--- src/rtl/div_pkg.sv ---
// Shared definitions for the iterative divide sequencer.
//   XLEN        operand/result width (only 32 supported)
//   CNT_W       iteration counter width
//   state_e     sequencer states
//   DIV..REMU   M-extension func3 encodings handled here
package div_pkg;

    localparam int unsigned XLEN  = 32;
    localparam int unsigned CNT_W = 5;

    typedef enum logic [1:0] {
        IDLE = 2'd0,
        CALC = 2'd1,
        DONE = 2'd2
    } state_e;

    localparam logic [2:0] DIV  = 3'b100;
    localparam logic [2:0] DIVU = 3'b101;
    localparam logic [2:0] REM  = 3'b110;
    localparam logic [2:0] REMU = 3'b111;

endpackage

--- src/rtl/div_step.sv ---
// One combinational restoring-division iteration.
//   i_rem      partial remainder (always below the divisor)
//   i_bit      next dividend bit shifted in
//   i_divisor  divisor magnitude
//   o_rem      next partial remainder
//   o_qbit     quotient bit produced by this iteration
module div_step
    import div_pkg::*;
(
    input  logic [XLEN-1:0] i_rem,
    input  logic            i_bit,
    input  logic [XLEN-1:0] i_divisor,
    output logic [XLEN-1:0] o_rem,
    output logic            o_qbit
);

    logic [XLEN:0] w_shift;
    logic [XLEN:0] w_diff;

    // Shifted remainder is below 2*divisor, so the top bit of the
    // XLEN+1 wide difference is a valid borrow flag.
    always_comb begin
        w_shift = {i_rem, i_bit};
        w_diff  = w_shift - {1'b0, i_divisor};
        o_qbit  = ~w_diff[XLEN];
        o_rem   = o_qbit ? w_diff[XLEN-1:0] : w_shift[XLEN-1:0];
    end

endmodule

--- src/rtl/div_sequencer.sv ---
// Multi-cycle DIV/DIVU/REM/REMU unit for the execute stage.
// Divide-by-zero and signed overflow finish in one cycle; all other ops
// run 32 restoring iterations on operand magnitudes.
// Optional feature: define DIV_CACHE_EN to remember the last iterated
// op so a repeat (e.g. DIV then REM of the same operands) finishes in
// one cycle.
//   clk, rst_n  clock, async active-low reset
//   start       op issue (accepted only in IDLE with func3[2]=1)
//   func3       op select, op_a/op_b dividend/divisor
//   flush       kill the op in flight
//   busy        combinational stall request
//   done        one-cycle result-valid pulse
//   result      quotient or remainder, held until the next done
module div_sequencer #(
    parameter int unsigned XLEN = div_pkg::XLEN
) (
    input  logic            clk,
    input  logic            rst_n,
    input  logic            start,
    input  logic [2:0]      func3,
    input  logic [XLEN-1:0] op_a,
    input  logic [XLEN-1:0] op_b,
    input  logic            flush,
    output logic            busy,
    output logic            done,
    output logic [XLEN-1:0] result
);
    import div_pkg::state_e;
    import div_pkg::IDLE;
    import div_pkg::CALC;
    import div_pkg::DONE;
    import div_pkg::CNT_W;

    state_e            r_state;
    state_e            w_state_nxt;
    logic [CNT_W-1:0]  r_cnt;
    logic [XLEN-1:0]   r_dvd;
    logic [XLEN-1:0]   r_dsr;
    logic [XLEN-1:0]   r_rem;
    logic [XLEN-2:0]   r_quo;
    logic [XLEN-1:0]   r_result;
    logic              r_is_rem;
    logic              r_neg_q;
    logic              r_neg_r;

    logic              w_signed;
    logic              w_zero;
    logic              w_ovf;
    logic              w_hit;
    logic [XLEN-1:0]   w_hit_res;
    logic [XLEN-1:0]   w_short_res;
    logic [XLEN-1:0]   w_a_mag;
    logic [XLEN-1:0]   w_b_mag;
    logic [XLEN-1:0]   w_step_rem;
    logic              w_step_q;
    logic [XLEN-1:0]   w_q_fin;
    logic [XLEN-1:0]   w_q_out;
    logic [XLEN-1:0]   w_r_out;
    logic              w_busy;
    logic              w_slow_go;
    logic              w_short_go;
    logic              w_fin;

    // Operand classification for the op presented this cycle.
    always_comb begin
        w_signed = ~func3[0];
        w_zero   = (op_b == '0);
        w_ovf    = w_signed && (op_a == {1'b1, {(XLEN-1){1'b0}}}) && (op_b == '1);
        w_a_mag  = (w_signed && op_a[XLEN-1]) ? ('0 - op_a) : op_a;
        w_b_mag  = (w_signed && op_b[XLEN-1]) ? ('0 - op_b) : op_b;
        if (w_zero) begin
            w_short_res = func3[1] ? op_a : '1;
        end else if (w_ovf) begin
            // Overflow quotient equals the dividend (most negative value).
            w_short_res = func3[1] ? '0 : op_a;
        end else begin
            w_short_res = w_hit_res;
        end
    end

    div_step u_step (
        .i_rem     (r_rem),
        .i_bit     (r_dvd[r_cnt]),
        .i_divisor (r_dsr),
        .o_rem     (w_step_rem),
        .o_qbit    (w_step_q)
    );

    // Final iteration feeds the sign fix-up directly.
    always_comb begin
        w_q_fin = {r_quo, w_step_q};
        w_q_out = r_neg_q ? ('0 - w_q_fin) : w_q_fin;
        w_r_out = r_neg_r ? ('0 - w_step_rem) : w_step_rem;
    end

    // State register.
    always_ff @(posedge clk or negedge rst_n) begin
        if (!rst_n) begin
            r_state <= IDLE;
        end else begin
            r_state <= w_state_nxt;
        end
    end

    // Next-state and control decode; flush overrides everything.
    always_comb begin
        w_state_nxt = r_state;
        w_busy      = 1'b0;
        w_slow_go   = 1'b0;
        w_short_go  = 1'b0;
        w_fin       = 1'b0;
        case (r_state)
            IDLE: begin
                if (start && func3[2] && !flush) begin
                    if (w_zero || w_ovf || w_hit) begin
                        w_state_nxt = DONE;
                        w_short_go  = 1'b1;
                    end else begin
                        w_state_nxt = CALC;
                        w_busy      = 1'b1;
                        w_slow_go   = 1'b1;
                    end
                end
            end
            CALC: begin
                w_busy = 1'b1;
                if (r_cnt == '0) begin
                    w_state_nxt = DONE;
                    w_fin       = 1'b1;
                end
            end
            DONE:    w_state_nxt = IDLE;
            default: w_state_nxt = IDLE;
        endcase
        if (flush) begin
            w_state_nxt = IDLE;
            w_fin       = 1'b0;
        end
    end

    // Operand capture, iteration and result register.
    always_ff @(posedge clk or negedge rst_n) begin
        if (!rst_n) begin
            r_cnt    <= '0;
            r_dvd    <= '0;
            r_dsr    <= '0;
            r_rem    <= '0;
            r_quo    <= '0;
            r_is_rem <= 1'b0;
            r_neg_q  <= 1'b0;
            r_neg_r  <= 1'b0;
            r_result <= '0;
        end else begin
            if (w_slow_go) begin
                r_cnt    <= CNT_W'(XLEN - 1);
                r_dvd    <= w_a_mag;
                r_dsr    <= w_b_mag;
                r_rem    <= '0;
                r_quo    <= '0;
                r_is_rem <= func3[1];
                r_neg_q  <= w_signed && (op_a[XLEN-1] ^ op_b[XLEN-1]);
                r_neg_r  <= w_signed && op_a[XLEN-1];
            end else if (r_state == CALC) begin
                r_rem <= w_step_rem;
                r_quo <= {r_quo[XLEN-3:0], w_step_q};
                if (r_cnt != '0) begin
                    r_cnt <= r_cnt - CNT_W'(1);
                end
            end
            if (w_short_go) begin
                r_result <= w_short_res;
            end else if (w_fin) begin
                r_result <= r_is_rem ? w_r_out : w_q_out;
            end
        end
    end

`ifdef DIV_CACHE_EN
    logic              r_c_valid;
    logic              r_sgn;
    logic              r_c_sgn;
    logic [XLEN-1:0]   r_a;
    logic [XLEN-1:0]   r_b;
    logic [XLEN-1:0]   r_c_a;
    logic [XLEN-1:0]   r_c_b;
    logic [XLEN-1:0]   r_c_q;
    logic [XLEN-1:0]   r_c_r;

    // Last completed iterated op; a flushed op never reaches w_fin.
    always_ff @(posedge clk or negedge rst_n) begin
        if (!rst_n) begin
            r_c_valid <= 1'b0;
            r_sgn     <= 1'b0;
            r_c_sgn   <= 1'b0;
            r_a       <= '0;
            r_b       <= '0;
            r_c_a     <= '0;
            r_c_b     <= '0;
            r_c_q     <= '0;
            r_c_r     <= '0;
        end else begin
            if (w_slow_go) begin
                r_a   <= op_a;
                r_b   <= op_b;
                r_sgn <= w_signed;
            end
            if (w_fin) begin
                r_c_valid <= 1'b1;
                r_c_a     <= r_a;
                r_c_b     <= r_b;
                r_c_sgn   <= r_sgn;
                r_c_q     <= w_q_out;
                r_c_r     <= w_r_out;
            end
        end
    end

    assign w_hit     = r_c_valid && (op_a == r_c_a) && (op_b == r_c_b) && (w_signed == r_c_sgn);
    assign w_hit_res = func3[1] ? r_c_r : r_c_q;
`else
    assign w_hit     = 1'b0;
    assign w_hit_res = '0;
`endif

    assign busy   = w_busy;
    assign done   = (r_state == DONE);
    assign result = r_result;

endmodule

--- config.mk ---
export PLATFORM = sky130hd
export DESIGN_NAME = div_sequencer
export DESIGN_NICKNAME = d
export VERILOG_FILES = /design/src/rtl/div_pkg.sv /design/src/rtl/div_step.sv /design/src/rtl/div_sequencer.sv
export SDC_FILE = /design/constraint.sdc
export NUM_CORES = 1
export LEC_CHECK = 0
export BUFFER_PORTS_ARGS = -buffer_cell sky130_fd_sc_hd__buf_2
export CORE_ASPECT_RATIO = 0.8
export CORE_UTILIZATION = 40
export CTS_CLUSTER_SIZE = 30
export DETAILED_ROUTE_END_ITERATION = 10
export SYNTH_ARGS = -nofsm -noshare
export SYNTH_HDL_FRONTEND = slang
export SYNTH_SLANG_ARGS = --single-unit
--- constraint.sdc ---
create_clock -name clk -period 11.3 [get_ports clk]
set_clock_uncertainty 0.1 [all_clocks]
set_input_delay 0 -clock clk [delete_from_list [all_inputs] [get_ports clk]]
set_output_delay 0 -clock clk [all_outputs]
set_load 0.01 [all_outputs]
* Word level (Yosys, flattened, before mapping)
Index checks and enable logic that the tools add are counted.
** Word-level totals
- Bits in registers :: 169
- Output and inout port bits :: 34
** Cells by class
- Mux-type cells :: 36
- Eq/ne operators :: 6
- Add/subtract/negate cells :: 6
- Reduce and logical (&&, ||, !) cells :: 18
- $lt $le $gt $ge :: 1
- Bitwise operators :: 3
** Operators with widths (count)
- two-way mux 32 bit :: 14
- subtractor 1 x 32 -> 32 bit, first input constant :: 4
- equality test 32 bit, second input constant :: 2
- two-way mux 31 bit :: 2
- subtractor 33 x 32 -> 33 bit :: 1
- logical NOT 32 bit :: 1
- two-way mux 5 bit :: 3
- two-way mux 1 bit :: 10
- two-way mux 2 bit :: 4
- logical AND 1 bit :: 7
- < comparator 5 x 6 -> 1 bit, second input constant :: 1
- inequality test 3 bit, second input constant :: 2
- nonzero test 2 bit :: 3
- binary-select mux 1 bit (select 5 bit) :: 1
- logical NOT 5 bit :: 1
- nonzero test 5 bit :: 1
- subtractor 5 x 1 -> 5 bit, second input constant :: 1
- one-hot mux 2 bit (2 select lines) :: 1
- AND reduction 2 bit :: 2
- equality test 2 x 1 -> 1 bit, second input constant :: 1
- equality test 2 bit, second input constant :: 1
- logical NOT 2 bit :: 1
- inverter 1 bit :: 2
- one-hot mux 1 bit (2 select lines) :: 1
- other kinds (3) :: 3

* Longest topological paths before layout
Gate-level depths: netlist of run 1.
- Depth in word-level cells :: 9
- Mapped depth :: 28

* Hierarchy
From an unflattened synthesis of run 1, not the netlist that was laid out.
** Second synthesis, totals
- Cells, all modules :: 1571
- Area total of the unflattened synthesis :: 12659.6 µm²
** Modules (own cells, without submodules)
- div_sequencer :: area an instance 10206.0 µm², times used 1, cells each 1211
- div_step :: area an instance 2453.6 µm², times used 1, cells each 360

* Worst setup path after synthesis of run 1
OpenSTA, ideal clock, no wires.
- Kind :: reg-to-reg
- Start :: register r_cnt[0]
- End :: register r_result[30], in the netlist result[30]
- Arrival :: 5817 ps
- Stages on the path, launching flop included :: 27
- Path slack :: 5306 ps
- Clock period less this slack :: 5994 ps
- Cell sequence :: dfrtp_1 > buf_2 > mux4_2 > mux2i_1 > nor3b_1 > or3_1 > inv_1 > ha_1 > inv_1 > fa_1 > nand3_1 > a21oi_1 > o21ai_1 > a211oi_1 > nor3_2 > nor2_4 > inv_2 > buf_2 > buf_1 > ha_1 > nand2b_1 > or3_1 > or2_1 > o41ai_1 > xor2_1 > a211o_1 > a21oi_1
** Between the ends
- Cells in the longest elaborated chain, start to end :: 9
** RTL lines
- from (decl) :: line div_sequencer.sv:36 : logic [CNT_W-1:0] r_cnt;
- from (signal assigned) :: line div_sequencer.sv:155 : r_cnt <= CNT_W'(XLEN - 1);
- from (signal assigned) :: line div_sequencer.sv:167 : r_cnt <= r_cnt - CNT_W'(1);
- binary-select mux 1 bit (select 5 bit) :: line div_sequencer.sv:83 : .i_bit (r_dvd[r_cnt]),
- two-way mux 1 bit (implied by the code) :: line div_sequencer.sv:83
- subtractor 33 x 32 -> 33 bit :: line div_step.sv:24 : w_diff = w_shift - {1'b0, i_divisor};
- two-way mux 32 bit / inverter 1 bit (equally long branches) :: line div_step.sv:26, div_step.sv:25
- subtractor 1 x 32 -> 32 bit (on tied branches) :: line div_sequencer.sv:93, div_sequencer.sv:92
- two-way mux 32 bit (on tied branches) :: line div_sequencer.sv:93, div_sequencer.sv:92
- two-way mux 32 bit :: line div_sequencer.sv:173 : r_result <= r_is_rem ? w_r_out : w_q_out;
- two-way mux 32 bit :: line div_sequencer.sv:172 : end else if (w_fin) begin
- two-way mux 32 bit :: line div_sequencer.sv:170 : if (w_short_go) begin
- to (signal assigned) :: line div_sequencer.sv:171 : r_result <= w_short_res;
- to (signal assigned) :: line div_sequencer.sv:173
- to (decl) :: line div_sequencer.sv:41 : logic [XLEN-1:0] r_result;
Several ways; a longest one is shown, not always the timed one. The select of a mux whose other input is x is not followed.
A chain may end at the register's enable or synchronous reset.

* Worst setup path after layout of run 1
Same ends and word-level chain as after synthesis.

==> results_dict.tcl, run 1 <==
set metrics [dict create \
    status "completed" \
    ctsResizeCount 0 \
    setup_viol 0 \
    layout-area-overhead-vs-synth_pct 17.3 \
    maxCapViolCount 0 \
    rows 57 \
    cts-root-buf "clkbuf_16" \
    power_density_mw_per_mm2 271 \
    syn_inst 1585 \
    firstDrtPassIters 7 \
    path_clk_slew_ns 0.07 \
    cts_buffer_depth 2 \
    wl_per_cell_um 20.9 \
    reg2reg_to "result[30]$_DFFE_PN0P_" \
    r2r_setup_slack_ns 4.56 \
    place.gp.congestion 0.928 \
    synth_seq_area_share 0.333 \
    cts_hold_buf 80 \
    n_antenna_cell 0 \
    yosys-top-cells-area "dfrtp_1, o21ai_0, nand2_1" \
    synthDistinctLibCells 88 \
    drt_iter0_markers 1522 \
    ant_nets 0 \
    hold_viol 0 \
    slew_headroom 0.218 \
    rsz0062_at_grt "no" \
    hold_start "func3[2]" \
    critPathArrivalTime_ns 7.02 \
    total_power_mw 4.04 \
    fin_setup_tns_ns 0 \
    synth_common_cells "nand2_1, o21ai_0, dfrtp_1" \
    cts-htree-levels 4 \
    hpwl_mm 33.5 \
    cp_max_fo 27 \
    worstMarginPinSlew_ns 1.17 \
    yosysMostFrequentCell "nand2_1" \
    peakVddDrop_mv 0.206 \
    cts_setup_buffers 0 \
    maxSlewViolCount 0 \
    grt_pass1_vias 11700 \
    die_width_um 201 \
    drc_errors 0 \
    cts_tree "built" \
    avgSynthCellArea_um2 8.02 \
    portBuffers 104 \
    path_class "flop to flop" \
    async_reset_ff_frac 1.00 \
    grt_max_degree 95 \
    yosysWarnings 0 \
    synth_edf_count 0 \
    cts_buffers 17 \
    placed_cells 2022 \
    grt_pass1_wl_mm 69.7 \
    cpPeakStageDelay_ns 0.67 \
    final_cells 2134 \
    cp.required_ns 11.57 \
    vias 12600 \
    start_util 0.413 \
    clock_sinks 169 \
    netlist_area_mm2 0.0127 \
    core_mm2 0.0308 \
    netlist.area_leader.share 0.333 \
    pin_count 105 \
    die-area_mm2 0.0325 \
    whs_ns 0.182 \
    ys_ff_latch 169 \
    drive_above_1_share 0.109 \
    fmax_mhz 148 \
    track_usage 0.277 \
    synthFlopType "dfrtp_1" \
    grt_overflow_total 0 \
    crit_slowest_cell "dfrtp_1" \
    synth_area_leader_cell "dfrtp_1" \
    setup.worst_path.start "r_cnt[0]$_DFFE_PN0P_" \
    clk_latency_ns 0.45 \
    hold_class "primary input to flop" \
    nNetsFinal 1819 \
    p_leak_nw 6.36 \
    crit_end "result[30]$_DFFE_PN0P_" \
    final_core_util 0.484 \
    synth_fp_nets 1696 \
    vias_per_cell 5.90 \
    crit_path_start_kind "flop" \
    path_cells "mux4_2 > mux2i_1 > nor3b_1 > or3_1 > inv_1 > ha_1 > inv_1 > fa_1 > nand3_1 > a21oi_1 > o21ai_1 > a211oi_1 > nor3_2 > nor2_4 > inv_2 > ha_1 > nand2b_1 > or3_1 > or2_1 > o41ai_1 > xor2_1 > a211o_1 > a21oi_1" \
    antenna_found_initial 0 \
    crit_path_end_kind "flop" \
    dieHeight_um 161 \
    period_minus_slack_ns 6.74 \
    worstReg2RegStart "r_cnt[0]$_DFFE_PN0P_" \
    rr_worst_depth 23 \
    finalWirelength_mm 44.7 \
    fin_crit_sh 0.597 \
]
-- worst max-delay path: cells and delay by family (launching register included) --
family,cells,cell delay [ns]
flops,1,0.67
buf+inv,3,0.59
compound gates,6,1.36
mux,2,0.71
simple gates,8,2.24
fa+ha+maj,3,0.87
xor+xnor,1,0.13
-- final cells by class --
cell class / count / area (um2)
Inverter: 56 / 210
Clock buffer: 20 / 457
Timing Repair Buffer: 197 / 1430
Sequential cell: 169 / 4230
Clock inverter: 12 / 164
Multi-Input combinational cell: 1267 / 7910
Tap cell: 413 / 517
Fill cell: 2998 / 15900
-- cells by family (layout without fill, tap and decap cells) --
logic type | Yosys count | count (layout) | synth area share
compound gates | 497 | 497 | 0.236
xor+xnor | 140 | 140 | 0.0964
fa+ha+maj | 40 | 40 | 0.0400
buf+inv | 149 | 285 | 0.0471
flops | 169 | 169 | 0.333
mux | 42 | 42 | 0.0413
simple gates | 548 | 548 | 0.206
-- report_power, final --
| group | total, mW | internal (mW) | switching [mW] |
|---|---|---|---|
| Clock | 0.638 | 0.363 | 0.275 |
| Combinational | 2.51 | 0.886 | 1.63 |
| Sequential | 0.893 | 0.728 | 0.165 |
| Total | 4.04 | 1.98 | 2.07 |
-- registers in the layout (all words and copies together) (netlist names), 2 cells and up --
| name | cells |
|---|---|
| r_cnt | 5 |
| r_dsr | 32 |
| r_dvd | 32 |
| r_quo | 31 |
| r_rem | 32 |
| r_state | 2 |
| result | 32 |
-- worst min path at each step --
stage	endpoint	depth (start not counted)	slack, ns
final	result[1]$_DFFE_PN0P_	7	0.18
after global routing	result[1]$_DFFE_PN0P_	7	0.23
after CTS	result[1]$_DFFE_PN0P_	7	0.16
after detailed placement	r_dsr[17]$_DFFE_PN0P_	1	-0.1
after global placement	r_dsr[17]$_DFFE_PN0P_	1	-0.09
after floorplan	r_cnt[0]$_DFFE_PN0P_	0	-0.40
-- per-stage QoR --
| stage | setup slack (ns) | instance area (um2) |
|---|---|---|
| detailed placement | 4.69 | 13500 |
| finish | 4.56 | 14900 |
| global route | 4.18 | 14900 |
| floorplan | 5.31 | 12700 |
| global placement | 4.94 | 13500 |
| CTS | 4.66 | 14900 |
-- per-layer routing --
layer / wire (um) / global-route usage
met2: 19100 / 0.400
met3: 2930 / 0.0470
met5: 0 / 0
met1: 21800 / 0.423
met4: 840 / 0.0689
-- placed cells by master (no fill, tap or decap), drive strengths merged, types with 10 or more instances in the layout --
master	n
nand2	221
xor2	71
nand3	44
or4	11
a31oi	14
nor2b	10
xnor2	69
o21ai	195
dfrtp	169
a21oi	135
nor4	20
a211oi	22
or3	25
inv	58
mux2i	30
clkbuf	20
buf	117
nand2b	10
nand4	17
ha	39
nor2	110
nor3	38
dlygate4sd3	80
a21o	12
o31ai	29
o41ai	13
No activity file was read; power rests on OpenSTA's default activity.
==> run 2, diff against run 1 <==
--- a/config.mk
+++ b/config.mk
@@ -5,6 +5,7 @@
 export SDC_FILE = /design/constraint.sdc
 export NUM_CORES = 1
 export LEC_CHECK = 0
+export ABC_AREA = 1
 export BUFFER_PORTS_ARGS = -buffer_cell sky130_fd_sc_hd__buf_2
 export CORE_ASPECT_RATIO = 0.8
 export CORE_UTILIZATION = 40
==> constraint.sdc (replaced) <==
create_clock -name clk -period 6.2 [get_ports clk]
set_clock_uncertainty 0.1 [all_clocks]
set_input_delay 0 -clock clk [delete_from_list [all_inputs] [get_ports clk]]
set_output_delay 0 -clock clk [all_outputs]
set_load 0.01 [all_outputs]
==> run 2 against run 1 <==
Effect of this change:
- non-clock buffer count shrank 8
- synthesized cell count grew 41%
- first-iteration DRC count is 7.4% lower
- total power grew 86%
- hold slack worse by 0.17 ns
- clock power is 69% higher
- cell count grew 34%
- sequential power is 68% higher
- worst setup slack lost 3.9 ns
- global-route usage shrank 0.43 points
- die area increased by 11%
- core utilization fell by 1.6 points
==> results_dict.tcl, run 2 <==
set metrics [dict create \
    cts_buffer_depth 2 \
    fillers 3608 \
    grt_overflow_total 0 \
    hpwl_mm 36.7 \
    synthFlopType "dfrtp_1" \
    internal_power_mw 3.40 \
    layout-area-overhead-vs-synth_pct 15.2 \
    synth_fp_nets 2348 \
    final_area_mm2 0.0163 \
    period_minus_slack_ns 5.53 \
    path_clk_slew_ns 0.07 \
    async_reset_ff_frac 1.00 \
    antenna_found_initial 0 \
    yosysWarnings 0 \
    wl_met2_mm 20.8 \
    clk_latency_ns 0.45 \
    avgSynthCellArea_um2 6.31 \
    fin_setup_tns_ns 0 \
    synth_area_leader_cell "dfrtp_1" \
    highest_layer "met4" \
    wl_per_cell_um 16.8 \
    drt_iter0_markers 1409 \
    yosys-top-cells-area "dfrtp_1, nand2_1, inv_1" \
    drc_errors 0 \
    worstMarginPinSlew_ns 1.08 \
    whs_ns 0.00997 \
    route.met3.wl_mm 2.79 \
    track_usage 0.273 \
    crit_path_end_kind "flop" \
    setup_slack_ns 0.674 \
    p_leak_nw 8.55 \
    synth_edf_count 0 \
    vias_per_cell 5.25 \
    worstReg2RegStart "r_cnt[0]$_DFFE_PN0P_" \
    grt_pass1_wl_mm 76.2 \
    netlist_area_mm2 0.0141 \
    layout_commonest_cell "nand2_1" \
    min_to "r_dvd[30]$_DFFE_PN0P_" \
    start_util 0.406 \
    die_width_um 212 \
    setup_viol 0 \
    cpPeakStageDelay_ns 0.67 \
    status "completed" \
    rows 61 \
    maxCapViolCount 0 \
    die-area_mm2 0.0360 \
    synthDistinctLibCells 52 \
    pin_count 105 \
    yosysMostFrequentCell "nand2_1" \
    peakVddDrop_mv 0.299 \
    firstDrtPassIters 5 \
    ant_nets 0 \
    cp_max_fo 18 \
    seqPwrFrac 0.200 \
    slew_headroom 0.278 \
    cp.required_ns 6.44 \
    drive_above_1_share 0.0911 \
    power_density_mw_per_mm2 462 \
    cts-root-buf "clkbuf_16" \
    fin_crit_sh 0.891 \
    wl_met1_mm 23.7 \
    dieHeight_um 170 \
    place.gp.congestion 0.945 \
    mostFrequentLayoutCells "nand2_1, inv_1, nand3_1, o21ai_0, nor2_1" \
    critPathArrivalTime_ns 5.77 \
    pwr-share-clk 0.144 \
    vias 15000 \
    placed_cells 2747 \
    nNetsFinal 2480 \
    place_ws_ns 0.552 \
    cts-htree-levels 4 \
    clock_sinks 169 \
    cts_tree "built" \
    hold_viol 0 \
    cts_buffers 17 \
    final_core_util 0.468 \
    regArea_mm2 0.00423 \
    portBuffers 104 \
    r2r_setup_slack_ns 0.67 \
    grt_max_degree 94 \
    netlist.area_leader.share 0.300 \
    hold_class "primary input to flop" \
    path_class "flop to flop" \
    ys_ff_latch 169 \
    rr_worst_depth 35 \
    synth_common_cells "nand2_1, inv_1, nand3_1" \
    finalWirelength_mm 48.1 \
    fmax_mhz 181 \
    final_cells 2854 \
    hold_start "op_a[30]" \
    total_power_mw 7.52 \
    reg2reg_to "result[30]$_DFFE_PN0P_" \
    grt_pass1_vias 13900 \
    crit_slowest_cell "dfrtp_1" \
    power_switching_mw 4.12 \
    maxSlewViolCount 0 \
    swShare 0.548 \
    n_antenna_cell 0 \
    crit_path_start_kind "flop" \
    syn_inst 2237 \
    hold-path-cell-count 5 \
    place_area_mm2 0.0149 \
    crit_top_cell "nand2_1" \
    synth_seq_area_share 0.300 \
    rsz0062_at_grt "no" \
    core_mm2 0.0347 \
    p_comb_frac 0.656 \
    multiInputGateArea_mm2 0.00822 \
]
[run 2: cell count changes after synthesis, moves of 16 or more]
cell,before,now
o22ai_1,6,36
nand2_1,220,682
xnor2_1,69,16
a211oi_1,21,0
nor2_1,108,181
mux2i_1,30,0
nand2_2,1,17
inv_1,53,336
clkbuf_1,70,40
o31ai_1,28,4
nor3_1,37,19
or3_1,25,0
a21oi_1,133,55
nand3_1,44,201
[run 2: metal layers]
layer,track usage,up-vias
met3,0.0271,51
met1,0.414,6972
met2,0.410,520
met5,0,-
met4,0.0684,0
li1,-,7448
[run 2: worst max-delay path by stage]
| stage | startpoint | to | slack (ns) | cells past startpoint |
|---|---|---|---|---|
| 2_1_floorplan | r_cnt[0]$_DFFE_PN0P_ | result[30]$_DFFE_PN0P_ | 1.54 | 37 |
| 3_3_place_gp | r_cnt[0]$_DFFE_PN0P_ | result[30]$_DFFE_PN0P_ | 0.80 | 34 |
| 3_5_place_dp | r_cnt[0]$_DFFE_PN0P_ | result[30]$_DFFE_PN0P_ | 0.55 | 34 |
| 4_1_cts | r_cnt[0]$_DFFE_PN0P_ | result[30]$_DFFE_PN0P_ | 0.55 | 34 |
| 5_1_grt | r_cnt[0]$_DFFE_PN0P_ | result[30]$_DFFE_PN0P_ | 0.05 | 37 |
| 6_report | r_cnt[0]$_DFFE_PN0P_ | result[30]$_DFFE_PN0P_ | 0.67 | 35 |
[run 2: cell type report]
class                      instances  area share
clock buffer                      19      0.0266
inverter                         345      0.0799
sequential                       169       0.260
tap                              472      0.0363
clock inverter                    13     0.00831
timing repair buffer             189      0.0829
multi-input combinational       1647       0.506
[run 2: critical path, delay by kind of cell, from the launching register on]
family	cells	cell delay, ns
AOI/OAI and AO/OA	7	1.14
adders and majority gates	3	0.80
buffers and inverters	4	0.55
DFF	1	0.67
and+or+nand+nor	21	2.13
[run 2: timing repair]
item / in CTS / in global routing
gates resized for setup: 0 / 1
hold buffers: 73 / 0
hold endpoints to repair: 170 / 0
buffers inserted: 0 / 2
endpoints found under the setup margin: 0 / 1
[run 2: cells by family (layout without fill, tap and decap cells)]
logic type,count (synthesis),in the layout,share of synthesized area
buf+inv,421,566,0.118
flops,169,169,0.300
xor+xnor,73,73,0.0453
simple gates,1200,1200,0.370
fa+ha+maj,40,40,0.0360
compound gates,334,334,0.131
[run 2: power groups by stage]
| stage | Clock [mW] | Combinational, mW | Sequential [mW] |
|---|---|---|---|
| after CTS | 1.09 | 4.87 | 1.50 |
| after global placement | 0 | 4.77 | 1.52 |
| final | 1.08 | 4.93 | 1.50 |
| after detailed placement | 0 | 4.80 | 1.52 |
| after global routing | 1.14 | 5.58 | 1.53 |
| after floorplan | 0 | 3.70 | 1.43 |
